`src/rtl/seq_detector.sv`:
```
// seq_detector: serial pattern detector with a programmable PAT_LEN-bit target,
// selectable overlapping / non-overlapping matching and a match counter.
// Optional feature macro: SEQ_DETECTOR_CNT_SAT_EN -- when defined the match
// counter saturates at all-ones; when undefined it wraps modulo 2^CNT_W.
module seq_detector #(
   parameter int PAT_LEN = 4,
   parameter int CNT_W   = 8
) (
   input  logic               clk,
   input  logic               reset,
   input  logic               pattern_load,
   input  logic [PAT_LEN-1:0] pattern,
   input  logic               in_valid,
   input  logic               in_bit,
   input  logic               overlap,
   input  logic               cnt_clr,
   output logic               match,
   output logic [CNT_W-1:0]   match_cnt,
   output logic               armed
);

   localparam int                FILL_W    = $clog2(PAT_LEN + 1);
   localparam logic [FILL_W-1:0] FILL_FULL = FILL_W'(PAT_LEN);

   typedef enum logic [1:0] {
      IDLE       = 2'd0,
      FILL       = 2'd1,
      ARMED_FULL = 2'd2
   } state_t;

   state_t             state_q, state_d;
   logic [PAT_LEN-1:0] pat_q, pat_d;
   logic [PAT_LEN-1:0] hist_q, hist_d;
   logic [PAT_LEN-1:0] hist_shift;
   logic [FILL_W-1:0]  fill_q, fill_d;
   logic [FILL_W-1:0]  fill_inc;
   logic               match_q, match_d;
   logic [CNT_W-1:0]   cnt_q, cnt_d;
   logic [CNT_W-1:0]   cnt_base;
   logic [CNT_W-1:0]   cnt_inc;
   logic               accept;
   logic               hit;

   // Accepted-bit qualification, post-shift history and match condition
   always_comb begin
      accept     = in_valid && (state_q != IDLE) && !pattern_load;
      hist_shift = (hist_q << 1) | PAT_LEN'(in_bit);
      fill_inc   = (fill_q == FILL_FULL) ? fill_q : fill_q + FILL_W'(1);
      hit        = accept && (hist_shift == pat_q) && (fill_inc == FILL_FULL);
   end

   // Counter arithmetic: a coincident clear is applied before the increment
   always_comb begin
      cnt_base = cnt_clr ? '0 : cnt_q;
`ifdef SEQ_DETECTOR_CNT_SAT_EN
      cnt_inc  = (&cnt_base) ? cnt_base : cnt_base + CNT_W'(1);
`else
      cnt_inc  = cnt_base + CNT_W'(1);
`endif
   end

   // FSM state register
   always_ff @(posedge clk or negedge reset) begin
      if (!reset) begin
         state_q <= IDLE;
      end else begin
         state_q <= state_d;
      end
   end

   // FSM next-state logic; a load always re-arms into FILL
   always_comb begin
      state_d = state_q;
      if (pattern_load) begin
         state_d = FILL;
      end else if (accept) begin
         if (hit && !overlap) begin
            state_d = FILL;
         end else if (fill_inc == FILL_FULL) begin
            state_d = ARMED_FULL;
         end else begin
            state_d = FILL;
         end
      end
   end

   // Datapath next-state: load has priority over shifting and counting
   always_comb begin
      pat_d   = pat_q;
      hist_d  = hist_q;
      fill_d  = fill_q;
      match_d = 1'b0;
      cnt_d   = cnt_base;
      if (pattern_load) begin
         pat_d  = pattern;
         hist_d = '0;
         fill_d = '0;
         cnt_d  = '0;
      end else if (accept) begin
         hist_d = hist_shift;
         // Non-overlapping mode restarts the fill so no bit is shared
         fill_d = (hit && !overlap) ? '0 : fill_inc;
         if (hit) begin
            match_d = 1'b1;
            cnt_d   = cnt_inc;
         end
      end
   end

   // Datapath registers
   always_ff @(posedge clk or negedge reset) begin
      if (!reset) begin
         pat_q   <= '0;
         hist_q  <= '0;
         fill_q  <= '0;
         match_q <= 1'b0;
         cnt_q   <= '0;
      end else begin
         pat_q   <= pat_d;
         hist_q  <= hist_d;
         fill_q  <= fill_d;
         match_q <= match_d;
         cnt_q   <= cnt_d;
      end
   end

   // Output logic
   always_comb begin
      armed     = (state_q != IDLE);
      match     = match_q;
      match_cnt = cnt_q;
   end

endmodule

```
`config.mk`:
```
export PLATFORM = sky130hd
export DESIGN_NAME = seq_detector
export DESIGN_NICKNAME = d
export VERILOG_FILES = /design/src/rtl/seq_detector.sv
export SDC_FILE = /design/constraint.sdc
export NUM_CORES = 1
export LEC_CHECK = 0
export ABC_AREA = 1
export CORE_UTILIZATION = 45
export DETAILED_ROUTE_END_ITERATION = 8
export GPL_ROUTABILITY_DRIVEN = 0
export PLACE_DENSITY = 0.76
export SYNTH_ARGS = -nofsm -noshare
export SYNTH_HDL_FRONTEND = slang
export SYNTH_SLANG_ARGS = --single-unit
```
`constraint.sdc`:
```
create_clock -name clk -period 3.6 [get_ports clk]
set_input_delay 0.36 -clock clk [delete_from_list [all_inputs] [get_ports clk]]
set_output_delay 0.36 -clock clk [all_outputs]
set_load 0.01 [all_outputs]
```
==> reports/qor.txt, run 1 <==
Critical Path RT - 3.84 ns
Nets - 211
Diode count - 0
First-pass DRT Iterations - 4
Synthesized cell area - 0.001295 sq mm
Slew Viols, Final - 0
Setup Fix Bufs, Post-CTS - 0
Max FO, Critical Path - 18
Antenna violations before repair - 0
# resized after CTS - 0
TritonCTS Buffers - 3
All-Layer GR Usage - 0.1969
Worst-Skew Late Latency - 0.31 ns
Clk root buf - clkbuf_4
Post-Layout Inst Area - 0.001551 sq mm
Fin Clk Skew - 0.008327 ns
Status - finished, final reports clean
Final hold violation count - 0
Total grt overflow - 0
Reg area - 525.5 sq um
Core area - 0.002734 sq mm
Syn Inst Count - 174
Fillers - 260
Starting DRT DRC Count - 29
Tcrit/Tclk final - 0.4893
Wire length per cell - 11.84 um
Die area - 0.003096 sq mm
Layout cells sized above 1 - 0.1276
Via count - 1145
Multi-input gate area - 636.9 sq um
Synth warn - 0
Die height - 55.65 um
Synth-to-layout area growth - 19.81%
Leak - 0.7960 nW
Post-route setup TNS - 0 ns
Mean Syn Cell Area - 7.442 sq um
Row cnt - 19
Routed Antenna Nets - 0
Number of vias per cell - 5.044
PortBufs - 20
H-tree depth - 1
Hpwl dp - 2125 um
Sequential share of the synthesized area - 0.4058
RSZ-0062 raised after global routing - false
Number of library cell types mapped by synthesis - 23
Global-route wire length before repair - 4781 um
Initial Util - 0.4737
Arrival time worst endpoint - 2.00 ns
Max Fclk - 567.7 MHz
PwrDens - 284.9 mW/mm^2
Slew Limit Headroom - 0.3740
Clock Path Buffers - 2
Endpoints failing setup - 0
CTS Hold Bufs - 0
Flops & latches, synth - 21
Clock Sinks - 21
Synthesized net count - 188
Worst Max-Slew Pin Slew - 0.9361 ns
Final WL - 2688 um
Clock transition at path regs - 0.12 ns
Die Wd - 55.65 um
Crit start category - primary input
Max capacitance violation total - 0
Peak VDD IR - 0.1735 mV
DRC Markers - 0
Minimum clock period - 1.762 ns
I/O pin count - 21
Worst hold path type - flop to flop
Crit. End Element - flop
Vias in the first global route - 1156
Kind of critical path - primary input to flop
Largest net degree at the start of global routing - 22
Post-place instance area - 0.001525 sq mm
CTS tree - yes
## worst max-delay path: stages
cell,delay [ns]
clkdlybuf4s50_1,0.74
nor2_4,0.27
inv_2,0.09
nor2_2,0.15
nand2_2,0.12
nand2_1,0.09
nand2_1,0.06
nor2_1,0.11
## path summary, 6_finish.rpt
check | start | endpoint | slack (ns) | cells past startpoint
max | pattern_load | match_cnt[3] | 1.84 | 8
min | state_q[0] | state_q[0] | 0.50 | 2
max reg2reg | fill_q[0] | match_cnt[3] | 1.90 | 9
min reg2reg | state_q[0] | state_q[0] | 0.50 | 2
max in group asynchronous | reset | fill_q[2] | 2.47 | 1
min in group asynchronous | reset | pat_q[3] | 0.56 | 1
## metal layers
layer,routed length [um],up-vias,global-route usage
li1,-,567,-
met1,1102,538,0.2355
met2,1381,34,0.3408
met3,143,6,0.02558
met4,61,0,0.1107
met5,0,-,0
## state kept, by name, indices dropped and copies added, names as in the netlist
name	cells
state_q	2
pat_q	4
match_cnt	8
fill_q	3
match	1
hist_q	3
## kinds of logic (layout without fill, tap and decap cells)
logic type | Yosys count | in the layout | share of synthesized area
AO/OA/AOI/OAI | 10 | 10 | 0.04638
XOR/XNOR | 5 | 5 | 0.04831
buffers and inverters | 35 | 57 | 0.1024
flip-flops | 21 | 21 | 0.4058
AND/OR/NAND/NOR | 100 | 100 | 0.3681
adder cells (fa/ha/maj) | 3 | 3 | 0.02899
## cells in the mapped netlist
library cell | n | share of area
nand2_1 | 56 | 0.16
dfrtp_1 | 21 | 0.41
nor2_1 | 21 | 0.061
nor3_4 | 1 | 0.013
buf_1 | 1 | 0.0029
nand2_4 | 1 | 0.0087
buf_2 | 1 | 0.0039
nand3_2 | 2 | 0.015
nand3_1 | 7 | 0.027
nand3_4 | 1 | 0.014
inv_2 | 6 | 0.017
nor2_4 | 1 | 0.0087
inv_1 | 27 | 0.078
o22ai_1 | 5 | 0.024
nor2_8 | 1 | 0.015
nor2_2 | 3 | 0.014
ha_1 | 3 | 0.029
nand2_2 | 4 | 0.019
o21ai_0 | 4 | 0.015
nand4_1 | 2 | 0.0097
o21ai_2 | 1 | 0.0068
xor2_1 | 4 | 0.027
xor2_4 | 1 | 0.021
## placed cells by master (no fill, tap or decap), drive strengths merged
master | synthesis | final
dfrtp | 21 | 21
o22ai | 5 | 5
clkdlybuf4s50 | 0 | 20
nand2 | 61 | 61
clkbuf | 0 | 4
nor2 | 26 | 26
nand4 | 2 | 2
xor2 | 5 | 5
ha | 3 | 3
nand3 | 10 | 10
nor3 | 1 | 1
inv | 33 | 33
o21ai | 5 | 5
## metrics by stage
| stage | setup slack [ns] | util | power [mW] | hold slack, ns | instances |
|---|---|---|---|---|---|
| 3_3_place_gp | 1.592 | 0.5579 | 0.3244 | 0.4632 | 223 |
| 3_5_place_dp | 1.533 | 0.5579 | 0.3280 | 0.4752 | 223 |
| 5_1_grt | 1.708 | 0.5675 | 0.4620 | 0.5369 | 227 |
| 4_1_cts | 1.856 | 0.5675 | 0.4450 | 0.5042 | 227 |
| 6_report | 1.838 | 0.5675 | 0.4420 | 0.5035 | 227 |
| 2_1_floorplan | 2.096 | - | 0.3001 | 0.06441 | 174 |
## layout make-up
type	count	share of cell area
inverters	33	0.07984
multi-input cells	118	0.4105
repair buffers	20	0.1290
flip-flops and latches	21	0.3387
clock buffers	4	0.01694
well taps	31	0.02500
## power breakdown
part | internal, mW | switching [mW] | total, mW | leakage [nW]
Clock | 0.0433 | 0.0754 | 0.119 | 0.0150
Sequential | 0.244 | 0.00531 | 0.250 | 0.281
Combinational | 0.0284 | 0.0451 | 0.0735 | 0.500
Total | 0.316 | 0.126 | 0.442 | 0.796
No activity file was read; power rests on OpenSTA's default activity.
==> run 2: changes to the inputs <==
Clock period 3.6 ns to 1.85 ns, I/O delays scaled along.
==> run 2 against run 1 <==
Worst setup slack worse by 1.6 ns. Sequential cell count unchanged. Die area did not move. Clock skew shrank 0.0064 ns. Clock power up 100%. Sequential share of layout area decreased by 0.51 points. Largest power group unchanged.
==> reports/qor.txt, run 2 (synthesis gave the netlist of run 1 again) <==
Top cell by count, worst path - nand2_1 (unchanged)
Diode count - 0 (unchanged)
Synth-to-layout area growth - 21.64% (was 19.81%)
Clock Path Buffers - 2 (unchanged)
Initial Util - 0.4737 (unchanged)
Crit. End Element - flop (unchanged)
I/O pin count - 21 (unchanged)
Placed Instances - 226 (was 223)
Number of vias per cell - 4.739 (was 5.044)
Nets - 214 (was 211)
CTS Hold Bufs - 0 (unchanged)
Die height - 55.65 um (unchanged)
Reg area - 525.5 sq um (unchanged)
RSZ-0062 raised after global routing - false (unchanged)
Max FO, Critical Path - 10 (was 18)
Clock transition at path regs - 0.12 ns (about the same)
Peak VDD IR - 0.4102 mV (was 0.1735 mV)
Minimum clock period - 1.655 ns
Total grt overflow - 0 (unchanged)
Leak - 0.8132 nW (was 0.7960 nW)
Starting DRT DRC Count - 20 (was 29)
Fin Clk Skew - 0.001924 ns (was 0.008327 ns)
Hpwl dp - 1892 um (was 2125 um)
Row cnt - 19 (unchanged)
Critical R2R Launch - fill_q[0] (unchanged)
Most frequent cells in the layout - nand2_1, inv_1, nor2_1, dfrtp_1, clkdlybuf4s50_1 (unchanged)
Arrival time worst endpoint - 1.89 ns (was 2.00 ns)
CP max stage cell - dfrtp_1 (was clkdlybuf4s50_1)
Buf+Inv Stages, Crit Path - 1 (was 2)
TritonCTS Buffers - 3 (unchanged)
Max FFs per register - 8 (unchanged)
Clk root buf - clkbuf_4 (unchanged)
Post-Layout Inst Area - 0.001575 sq mm (was 0.001551 sq mm)
First-pass DRT Iterations - 4 (unchanged)
Worst hold path type - primary input to asynchronous set/reset pin (was flop to flop)
GR Util met3 - 0.04186 (was 0.02558)
Post-place instance area - 0.001548 sq mm (was 0.001525 sq mm)
Via count - 1090 (was 1145)
Multi-input gate area - 636.9 sq um (unchanged)
Util after Layout - 0.5762 (was 0.5675)
Worst setup startpoint - fill_q[0] (was pattern_load)
Vias in the first global route - 952 (was 1156)
Final worst setup slack - 0.1949 ns (was 1.838 ns)
Fillers - 250 (was 260)
Post-route setup TNS - 0 ns (unchanged)
DRC Markers - 0 (unchanged)
Max capacitance violation total - 0 (unchanged)
Tcrit/Tclk final - 0.8947
Die area - 0.003096 sq mm (unchanged)
Worst Max-Slew Pin Slew - 0.2770 ns (was 0.9361 ns)
CP peak stage delay - 0.42 ns (was 0.74 ns)
Core area - 0.002734 sq mm (unchanged)
Largest net degree at the start of global routing - 22 (unchanged)
Clock Sinks - 21 (unchanged)
Layout Cells excl Fill - 230 (was 227)
# resized after CTS - 0 (unchanged)
Die Wd - 55.65 um (unchanged)
Final Hold Slack - 0.1838 ns (was 0.5035 ns)
PortBufs - 20 (unchanged)
GRT busiest layer - met2 (unchanged)
PwrDens - 552.0 mW/mm^2 (was 284.9 mW/mm^2)
Max Fclk - 604.2 MHz
Most common cell after layout, fill and taps aside - nand2_1 (unchanged)
Critical-path cell list - inv_2 -> ha_1 -> nand2_4 -> xor2_4 -> nand3_4 -> nor2_8 -> nand2_1 -> nand2_1 -> nor2_1 (was clkdlybuf4s50_1 -> nor2_4 -> inv_2 -> nor2_2 -> nand2_2 -> nand2_1 -> nand2_1 -> nor2_1)
Antenna violations before repair - 0 (unchanged)
Final hold violation count - 0 (unchanged)
CTS tree - yes (unchanged)
Wire length per cell - 10.76 um (was 11.84 um)
Status - finished, final reports clean (unchanged)
Final WL - 2475 um (was 2688 um)
Place WS - 0.1693 ns (was 1.533 ns)
Kind of critical path - flop to flop (was primary input to flop)
All-Layer GR Usage - 0.1742 (was 0.1969)
Layout cells sized above 1 - 0.1457 (was 0.1276)
Global-route wire length before repair - 4167 um (was 4781 um)
Total power - 0.8696 mW (was 0.4420 mW)
Met1 Usage GRT - 0.2266 (was 0.2355)
Setup Fix Bufs, Post-CTS - 0 (unchanged)
Met2 Use GR - 0.2719 (was 0.3408)
Crit start category - flop (was primary input)
Slew Viols, Final - 0 (unchanged)
Critical Path RT - 2.08 ns (was 3.84 ns)
Slew Limit Headroom - 0.8153 (was 0.3740)
Endpoints failing setup - 0 (unchanged)
Routed Antenna Nets - 0 (unchanged)
H-tree depth - 1 (unchanged)
Crit path max-delay family - simple AND/OR/NAND/NOR gates (was buffers and inverters)
Worst-Skew Late Latency - 0.32 ns (was 0.31 ns)
run 2: cell type report:
class                           instances  share of cell area
Clock inverter                          1            0.003177
Sequential cell                        21              0.3336
Timing Repair Buffer                   23              0.1414
Tap cell                               31             0.02462
Multi-Input combinational cell        118              0.4043
Clock buffer                            3             0.01430
Inverter                               33             0.07863
run 2: power by group:
group	switching, mW	leakage [nW]	internal (mW)	total, mW
registers	0.0100	0.281	0.476	0.486
clock network	0.157	0.0177	0.0812	0.238
logic	0.0866	0.515	0.0591	0.146
total	0.254	0.813	0.616	0.870
run 2: layer usage:
metal	part of all wire	wire length (um)
met1	0.47	1158
met2	0.47	1171
met3	0.036	90
met4	0.022	54
met5	0	0
run 2: path summary, 6_finish.rpt:
check | end | slack, ns | cells after the start
max in group asynchronous | match_cnt[0] | 1.45 | 2
hold reg to reg | state_q[0] | 0.51 | 2
hold / removal | state_q[1] | 0.18 | 2
setup / recovery | match_cnt[5] | 0.19 | 9
setup reg to reg | match_cnt[5] | 0.19 | 9
min in group clk | pat_q[1] | 0.41 | 3
run 2: worst reg2reg max path, stage by stage, from the launching register on:
cell,delay [ns]
dfrtp_1,0.42
inv_2,0.13
ha_1,0.21
nand2_4,0.08
xor2_4,0.20
nand3_4,0.13
nor2_8,0.21
nand2_1,0.08
nand2_1,0.07
nor2_1,0.04
